**config.mk**
```make
export PLATFORM = sky130hd
export DESIGN_NAME = class_key_resolve
export DESIGN_NICKNAME = d
export VERILOG_FILES = /design/src/rtl/class_pkg.sv /design/src/rtl/class_res_fifo.sv /design/src/rtl/class_key_resolve.sv
export SDC_FILE = /design/constraint.sdc
export NUM_CORES = 1
export LEC_CHECK = 0
export CORE_MARGIN = 2
export CORE_UTILIZATION = 60
export CTS_BUF_LIST = sky130_fd_sc_hd__clkbuf_2
export DETAILED_ROUTE_END_ITERATION = 16
export PLACE_DENSITY = 0.92
export SYNTH_ARGS = -nofsm -noshare
export SYNTH_HDL_FRONTEND = slang
export SYNTH_SLANG_ARGS = --single-unit
```
**constraint.sdc**
```tcl
create_clock -name clk -period 6.92 [get_ports clk]
set_input_delay 1.384 -clock clk [delete_from_list [all_inputs] [get_ports clk]]
set_output_delay 1.384 -clock clk [all_outputs]
set_load 0.01 [all_outputs]
```
**src/rtl/class_pkg.sv**
```systemverilog
// Shared types and constants for the classifier result stage.
package class_pkg;

  localparam int CLASS_KEY_LEN   = 276;
  localparam int CLASS_VT_AWIDTH = 15;

  // Resolved hash-side result for one lookup.
  typedef struct packed {
    logic                       hit;
    logic                       err;
    logic [CLASS_VT_AWIDTH-1:0] ptr;
  } hash_res_t;

  // TCAM result for one packet.
  typedef struct packed {
    logic                       hit;
    logic                       err;
    logic [CLASS_VT_AWIDTH-1:0] ptr;
  } tcam_res_t;

endpackage

```
**src/rtl/class_res_fifo.sv**
```systemverilog
// Small show-ahead result FIFO with full/empty flags. A push while full is
// accepted only when a pop frees a slot in the same cycle.
module class_res_fifo #(
  parameter int  DEPTH = 4,
  parameter type T     = logic
) (
  input  logic clk,
  input  logic rst_n,
  input  logic push_i,
  input  T     din_i,
  input  logic pop_i,
  output T     dout_o,
  output logic full_o,
  output logic empty_o
);

  localparam int AW = (DEPTH > 1) ? $clog2(DEPTH) : 1;

  T              mem_q [DEPTH];
  logic [AW-1:0] wr_q, rd_q;
  logic [AW:0]   cnt_q;
  logic          do_push, do_pop;

  assign full_o  = (cnt_q == (AW + 1)'(DEPTH));
  assign empty_o = (cnt_q == '0);
  assign do_pop  = pop_i & ~empty_o;
  assign do_push = push_i & (~full_o | do_pop);
  assign dout_o  = mem_q[rd_q];

  // Storage, pointers and occupancy count.
  always_ff @(posedge clk or negedge rst_n) begin
    if (!rst_n) begin
      for (int i = 0; i < DEPTH; i++) mem_q[i] <= '0;
      wr_q  <= '0;
      rd_q  <= '0;
      cnt_q <= '0;
    end else begin
      if (do_push) begin
        mem_q[wr_q] <= din_i;
        wr_q        <= (wr_q == AW'(DEPTH - 1)) ? '0 : wr_q + 1'b1;
      end
      if (do_pop) rd_q <= (rd_q == AW'(DEPTH - 1)) ? '0 : rd_q + 1'b1;
      if (do_push && !do_pop)      cnt_q <= cnt_q + 1'b1;
      else if (!do_push && do_pop) cnt_q <= cnt_q - 1'b1;
    end
  end

endmodule

```
**src/rtl/class_key_resolve.sv**
```systemverilog
// Classifier result stage: compares value-memory keys per bucket way, folds
// in bucket and TCAM errors, and merges hash and TCAM results in order.
module class_key_resolve
  import class_pkg::*;
#(
  parameter int KEY_LEN   = CLASS_KEY_LEN,
  parameter int VT_AWIDTH = CLASS_VT_AWIDTH,  // must match CLASS_VT_AWIDTH
  parameter int NUM_WAYS  = 4,
  parameter int VM_LAT    = 4,
  parameter int RES_DEPTH = 4
) (
  input  logic                 clk,
  input  logic                 rst_n,
  input  logic                 pkt_strobe,
  input  logic                 pkt_hbkt_err,
  input  logic                 way_vld,
  input  logic [VT_AWIDTH-1:0] val_ptr,
  input  logic [KEY_LEN-1:0]   key_orig,
  input  logic [KEY_LEN-1:0]   val_mem_dout_q,
  input  logic                 of_tcam_vld,
  input  logic                 of_tcam_err,
  input  logic                 of_tcam_hit_miss,
  input  logic [VT_AWIDTH-1:0] tcam_ptr,
  output logic                 final_vld,
  output logic                 final_err,
  output logic                 final_hit_miss,
  output logic                 final_src,
  output logic [VT_AWIDTH-1:0] final_ptr,
  output logic                 proto_err,
  output logic                 ovf_err
);

  localparam int CNT_W = 4;  // enough for beat indices 0..7

  typedef struct packed {
    logic                 act;
    logic                 first;
    logic                 last;
    logic                 hbkt;
    logic                 way_vld;
    logic [VT_AWIDTH-1:0] ptr;
    logic [KEY_LEN-1:0]   key;
  } beat_t;

  logic [CNT_W-1:0] cnt_q, cnt_d, beat_idx;
  logic             busy, start, beat_last;
  beat_t            beat_in, aligned;
  beat_t            dl_q [VM_LAT];

  logic                 cmp_q, st_act_q, st_first_q, st_last_q, st_hbkt_q;
  logic [VT_AWIDTH-1:0] st_ptr_q;
  logic                 acc_hit_q, acc_multi_q, acc_hbkt_q;
  logic                 acc_hit_d, acc_multi_d, acc_hbkt_d;
  logic [VT_AWIDTH-1:0] acc_ptr_q, acc_ptr_d;

  hash_res_t hash_din, hash_dout;
  tcam_res_t tcam_din, tcam_dout;
  logic      hash_push, hash_full, hash_empty, tcam_full, tcam_empty, pop;
  logic      proto_err_q, ovf_err_q;

  assign busy      = (cnt_q != '0);
  assign start     = pkt_strobe & ~busy;
  assign beat_idx  = start ? '0 : cnt_q;
  assign beat_last = (beat_idx == CNT_W'(NUM_WAYS - 1));

  // Beat counter: a strobe while idle opens NUM_WAYS consecutive beats.
  always_comb begin
    cnt_d = cnt_q;
    if (start)     cnt_d = (NUM_WAYS > 1) ? CNT_W'(1) : '0;
    else if (busy) cnt_d = beat_last ? '0 : cnt_q + 1'b1;
  end

  // Bundle this beat's context for the trip through the delay line.
  always_comb begin
    beat_in         = '0;
    beat_in.act     = start | busy;
    beat_in.first   = start;
    beat_in.last    = (start | busy) & beat_last;
    beat_in.hbkt    = start & pkt_hbkt_err;
    beat_in.way_vld = (start | busy) & way_vld;
    beat_in.ptr     = val_ptr;
    beat_in.key     = key_orig;
  end

  assign aligned = dl_q[VM_LAT-1];

  // Counter, delay line aligned with memory read data, and registered compare.
  always_ff @(posedge clk or negedge rst_n) begin
    if (!rst_n) begin
      cnt_q <= '0;
      for (int i = 0; i < VM_LAT; i++) dl_q[i] <= '0;
      cmp_q      <= 1'b0;
      st_act_q   <= 1'b0;
      st_first_q <= 1'b0;
      st_last_q  <= 1'b0;
      st_hbkt_q  <= 1'b0;
      st_ptr_q   <= '0;
    end else begin
      cnt_q   <= cnt_d;
      dl_q[0] <= beat_in;
      for (int i = 1; i < VM_LAT; i++) dl_q[i] <= dl_q[i-1];
      cmp_q      <= aligned.act & aligned.way_vld & (val_mem_dout_q == aligned.key);
      st_act_q   <= aligned.act;
      st_first_q <= aligned.first;
      st_last_q  <= aligned.last;
      st_hbkt_q  <= aligned.hbkt;
      st_ptr_q   <= aligned.ptr;
    end
  end

  // Fold this beat's compare into the lookup; first match wins the pointer.
  always_comb begin
    acc_hit_d   = acc_hit_q;
    acc_ptr_d   = acc_ptr_q;
    acc_multi_d = acc_multi_q;
    acc_hbkt_d  = acc_hbkt_q;
    if (st_act_q) begin
      if (st_first_q) begin
        acc_hit_d   = cmp_q;
        acc_ptr_d   = cmp_q ? st_ptr_q : '0;
        acc_multi_d = 1'b0;
        acc_hbkt_d  = st_hbkt_q;
      end else begin
        acc_multi_d = acc_multi_q | (acc_hit_q & cmp_q);
        if (cmp_q && !acc_hit_q) acc_ptr_d = st_ptr_q;
        acc_hit_d   = acc_hit_q | cmp_q;
      end
    end
  end

  assign hash_push    = st_act_q & st_last_q;
  assign hash_din.hit = acc_hit_d;
  assign hash_din.err = acc_multi_d | acc_hbkt_d;
  assign hash_din.ptr = acc_ptr_d;
  assign tcam_din.hit = of_tcam_hit_miss;
  assign tcam_din.err = of_tcam_err;
  assign tcam_din.ptr = tcam_ptr;
  assign pop          = ~hash_empty & ~tcam_empty;

  class_res_fifo #(.DEPTH(RES_DEPTH), .T(hash_res_t)) u_hash_fifo (
    .clk     (clk),
    .rst_n   (rst_n),
    .push_i  (hash_push),
    .din_i   (hash_din),
    .pop_i   (pop),
    .dout_o  (hash_dout),
    .full_o  (hash_full),
    .empty_o (hash_empty)
  );

  class_res_fifo #(.DEPTH(RES_DEPTH), .T(tcam_res_t)) u_tcam_fifo (
    .clk     (clk),
    .rst_n   (rst_n),
    .push_i  (of_tcam_vld),
    .din_i   (tcam_din),
    .pop_i   (pop),
    .dout_o  (tcam_dout),
    .full_o  (tcam_full),
    .empty_o (tcam_empty)
  );

  // Accumulator state, sticky error flags and the merged registered result.
  always_ff @(posedge clk or negedge rst_n) begin
    if (!rst_n) begin
      acc_hit_q      <= 1'b0;
      acc_ptr_q      <= '0;
      acc_multi_q    <= 1'b0;
      acc_hbkt_q     <= 1'b0;
      proto_err_q    <= 1'b0;
      ovf_err_q      <= 1'b0;
      final_vld      <= 1'b0;
      final_err      <= 1'b0;
      final_hit_miss <= 1'b0;
      final_src      <= 1'b0;
      final_ptr      <= '0;
    end else begin
      acc_hit_q   <= acc_hit_d;
      acc_ptr_q   <= acc_ptr_d;
      acc_multi_q <= acc_multi_d;
      acc_hbkt_q  <= acc_hbkt_d;
      proto_err_q <= proto_err_q | (pkt_strobe & busy);
      ovf_err_q   <= ovf_err_q | (hash_push & hash_full & ~pop)
                               | (of_tcam_vld & tcam_full & ~pop);
      final_vld      <= pop;
      final_err      <= 1'b0;
      final_hit_miss <= 1'b0;
      final_src      <= 1'b0;
      final_ptr      <= '0;
      if (pop) begin
        final_err <= hash_dout.err | tcam_dout.err;
        if (hash_dout.hit) begin
          final_hit_miss <= 1'b1;
          final_ptr      <= hash_dout.ptr;
        end else if (tcam_dout.hit) begin
          final_hit_miss <= 1'b1;
          final_src      <= 1'b1;
          final_ptr      <= tcam_dout.ptr;
        end
      end
    end
  end

  assign proto_err = proto_err_q;
  assign ovf_err   = ovf_err_q;

endmodule

```
* After elaboration in Yosys (flattened, before gate mapping)
Index checks and enable logic that the tools add are counted.
** Word-level totals
- Bits in registers :: 1397
** Cells by class
- $add $sub $neg :: 9
- $lt $le $gt $ge :: 6
- Equality and inequality tests :: 8
- Muxes and demuxes :: 43
- Bitwise gates (word level) :: 38
- Reductions and logical operators :: 18
** Operators by type and width (number)
- == test 276 bit :: 1
- bitwise mux 68 bit :: 2
- two-way mux 15 bit :: 7
- two-way mux 17 bit :: 6
- binary-select mux 17 bit (select 2 bit) :: 2
- demux 17 bit (select 2 bit) :: 2
- AND 1 bit :: 18
- two-way mux 4 bit :: 4
- >= comparator 3 bit, second input constant :: 4
- two-way mux 1 bit :: 12
- two-way mux 3 bit :: 4
- NOT 2 -> 3 bit :: 4
- OR 1 bit :: 10
- adder 2 x 1 -> 2 bit, second input constant :: 4
- == test 2 bit, second input constant :: 4
- two-way mux 2 bit :: 4
- logical AND 1 bit :: 7
- adder 3 x 1 -> 3 bit, second input constant :: 2
- == test 3 bit, second input constant :: 2
- logical NOT 3 bit :: 2
- less-than comparator 3 x 1 -> 1 bit, second input constant :: 2
- NOT 1 bit :: 6
- nonzero test 2 bit :: 3
- subtractor 3 x 1 -> 3 bit, second input constant :: 2
- 4 further kinds :: 8

* Logic depth before layout (Yosys ltp)
- Depth after elaboration :: 10
- Gate-level depth with buffers :: 9

* Modules after synthesis
A second synthesis with hierarchy kept.
** Second synthesis, totals
- Cells, all modules :: 2239
- Area, all modules :: 42027.8 µm²
** By module, submodules not included
- class_key_resolve :: times used 1, cells an instance 1835, area each 35261.3 µm²
- class_res_fifo :: times used 2, cells an instance 202, area each 3383.2 µm²

* Least setup slack after synthesis
Ideal clock, no wire load.
- Kind :: input port to flip-flop
- Start :: input port val_mem_dout_q[26]
- End :: register cmp_q
- Setup time :: 0.068 ns
- Data arrival time :: 2.977 ns
- Path slack :: 3.876 ns
- Stages :: 6
- Path buffers :: 0
- Cell sequence :: xnor2_1 nand4_1 or4_1 or4_1 nor4_1 and4_1
** On the way
- Longest elaborated chain between the ends :: 2
** RTL lines
- start: declaration :: line class_key_resolve.sv:19 : input logic [KEY_LEN-1:0] val_mem_dout_q,
- == test 276 bit :: line class_key_resolve.sv:102 : cmp_q <= aligned.act & aligned.way_vld & (val_mem_dout_q == aligned.key);
- AND 1 bit :: line class_key_resolve.sv:102
- end signal: assignment :: line class_key_resolve.sv:102
- end: declaration :: line class_key_resolve.sv:50 : logic cmp_q, st_act_q, st_first_q, st_last_q, st_hbkt_q;
No other way between the ends.
A chain may end at the register's enable or synchronous reset.

* Worst setup path after layout
- Start :: register ovf_err_q (netlist: ovf_err)
- End :: output port ovf_err
** RTL lines
- start: declaration :: line class_key_resolve.sv:59 : logic proto_err_q, ovf_err_q;
- start signal: assignment :: line class_key_resolve.sv:182 : ovf_err_q <= ovf_err_q | (hash_push & hash_full & ~pop)
- end: declaration :: line class_key_resolve.sv:30 : output logic ovf_err
No word-level cell between the ends.

==> flow_metrics.tcl <==
set metrics [dict create \
    rsz0062_at_grt "false" \
    worstSetupStartpointType "register" \
    cp_max_fo 2 \
    top_layer "met5" \
    via_count 26569 \
    period_needed_ns 3.76 \
    layout.cells.non_filler 4547 \
    ctsRootBufferMaster "clkbuf_2" \
    ys.flop_type "dfrtp_1" \
    design_area_sq_mm 0.0523 \
    slowest_stage "clkdlybuf4s50_1" \
    critical_path.max_stage_delay_ns 0.56 \
    synth_edf_count 0 \
    hold_viol_final 0 \
    die_h_um 268 \
    dp_hpwl_um 86200 \
    fmax_ghz 0.266 \
    drt-initial-drc-count 3391 \
    path_cells "clkdlybuf4s50_1" \
    dr_wl_met3_um 17900 \
    met1Wirelength_um 42400 \
    final_antenna_net_count 0 \
    syn-num-nets 2963 \
    synth.top_cells.by_area "dfrtp_1 83%, mux4_2 1.8%, xor2_1 1.7%" \
    path_clk_slew_ns 0.17 \
    core-area_sq_mm 0.0688 \
    async_flop_share_pct 100 \
    worst_hold_slack_ns 0.171 \
    seq_area_frac_synth_pct 83.5 \
    ys_warn_count 0 \
    io_buffer_count 610 \
    critical_path_buf_inv_count 1 \
    pin_count 611 \
    clock_latency_ns 1.53 \
    crit_family "buffers and inverters" \
    cts_setup_buffers 0 \
    drive_gt1_share_pct 17.8 \
    arrival_ns 2.37 \
    layout.nets 3894 \
    grtUsageTotal_pct 38.3 \
    synth_cells 2357 \
    routedWlPerCell_um 31.4 \
    status "finished, violations left" \
    grt_pass1_vias 28528 \
    syn_area_per_cell_sq_um 17.8 \
    placed_area_sq_mm 0.0492 \
    violations "capacitance limit, slew limit" \
    leakage_nw 24.0 \
    cts_tree "built" \
    worst_pin_slew_ns 1.89 \
    regArea_sq_mm 0.0350 \
    wl_met2_um 66400 \
    yosysUniqueCellTypes 57 \
    nFillCells 3450 \
    hp-class "primary input to register" \
    syn_to_final_growth_pct 25.0 \
    drt_pass1_iterations 6 \
    cts_buffers 334 \
    overflow 0 \
    slew_headroom_pct -26.2 \
    hold_path_depth 1 \
    clock_path_buffers 4 \
    grt_pass1_wl_um 190000 \
    die_area_sq_mm 0.0719 \
    reg2reg_depth 4 \
    wirelength_um 143000 \
    dp.cells 3882 \
    drcViolationCount 0 \
    power.density_mw_per_mm2 324 \
    end_kind "output port" \
    initial_core_util_pct 60.8 \
    critPathKind "register to output port" \
    multi_input_area_sq_mm 0.00624 \
    gp_congestion 0.988 \
    cp.depth 1 \
    ctsResizeCount 0 \
    yosysTopAreaCell "dfrtp_1" \
    htree_levels 5 \
    skew_ns 0.194 \
    holdBufCountCts 1 \
    synth_top_area_share_pct 83.5 \
    viasPerCell 5.84 \
    grt_max_degree 194 \
    row_count 96 \
    worst_ep_required_time_ns 5.54 \
    setup-violations-final 0 \
    peakVddDrop_v 0.000268 \
    cts.sinks 1397 \
    timing.setup.tns_ns 0 \
    drv_cap 1 \
    antenna_found_initial 87 \
    netlist_area_sq_mm 0.0419 \
    fp.dieW_um 268 \
    synth-seq-cells 1397 \
    period_share_pct 54.3 \
    finalMaxSlewViolations 2 \
]
-- path summary, 6_finish.rpt --
kind | endpoint | start | slack, ns
hold / removal | dl_q[933] | key_orig[45] | 0.17
setup reg to reg | cmp_q | aligned[47] | 3.43
setup / recovery | ovf_err | ovf_err | 3.16
min in group asynchronous | aligned[145] | rst_n | 0.61
max in group asynchronous | u_hash_fifo.mem_q[37] | rst_n | 4.57
hold reg to reg | dl_q[545] | dl_q[841] | 0.22
-- kinds of logic (layout without fill, tap and decap cells) --
family          Yosys count  in the layout  synth area share [%]
compound gates          234            234                  4.03
other cells               0            108                     0
mux                     107            107                  3.79
xor+xnor                138            138                  2.90
buf+inv                 178           1329                  1.63
flops                  1397           1397                  83.5
simple gates            287            287                  3.64
fa+ha+maj                16             16                 0.514
-- flip-flops by register name (all words and copies together) (netlist names), 2 cells and up --
| signal | count |
|---|---|
| dl_q | 888 |
| cnt_q | 4 |
| acc_ptr_q | 15 |
| u_tcam_fifo.wr_q | 2 |
| u_tcam_fifo.mem_q | 68 |
| aligned | 296 |
| st_ptr_q | 15 |
| u_tcam_fifo.rd_q | 2 |
| u_hash_fifo.wr_q | 2 |
| u_hash_fifo.rd_q | 2 |
| u_hash_fifo.mem_q | 68 |
| final_ptr | 15 |
| u_hash_fifo.cnt_q | 3 |
| u_tcam_fifo.cnt_q | 3 |
-- routing by layer --
metal,vias up,global-route usage [%]
li1,9985,-
met3,865,14.8
met5,-,0
met1,13380,42.0
met4,22,32.2
met2,2317,59.3
-- cells in the mapped netlist (30+ instances only) --
cell,number
inv_1,145
nand4_1,30
mux2_2,57
xnor2_1,58
xor2_1,79
dfrtp_1,1397
nand2_1,97
o22ai_1,44
nor4_1,33
nor2b_1,70
o21ai_0,73
mux4_2,34
-- cell type report --
type / count / area share, %
Antenna cell: 108 / 0.516
Clock buffer: 489 / 4.68
Clock inverter: 67 / 0.724
Inverter: 147 / 1.05
Multi-Input combinational cell: 782 / 11.9
Sequential cell: 1397 / 66.8
Tap cell: 931 / 2.23
Timing Repair Buffer: 626 / 12.1
-- per-stage QoR --
step	power, mW	util, %	setup slack [ns]
2_1_floorplan	10.3	-	3.88
3_3_place_gp	11.2	71.5	2.68
3_5_place_dp	11.4	71.5	2.58
4_1_cts	16.7	75.7	3.00
5_1_grt	17.5	75.9	3.00
6_report	16.9	76.1	3.16
-- report_power, final --
part	internal, mW	total [mW]	switching, mW
combinational	1.03	2.04	1.00
sequential	8.86	9.30	0.442
clock	2.01	5.61	3.60
-- placed cells by master (no fill, tap or decap), drive strengths merged, types with 8 or more instances in the layout --
cell type         n
a22oi            18
buf              16
nand2            97
o2bb2ai          11
a221oi            9
nor2b            70
dfrtp          1397
a22o              8
nor2             12
a2111oi          25
xor2             79
nand4            30
mux4             34
a32o             15
inv             154
nand2b           23
xnor2            59
clkbuf          489
o21ai            74
clkdlybuf4s50   609
nor4             33
clkinv           54
diode           108
ha               14
mux2             72
o22ai            45
No activity file was read; power rests on OpenSTA's default activity.
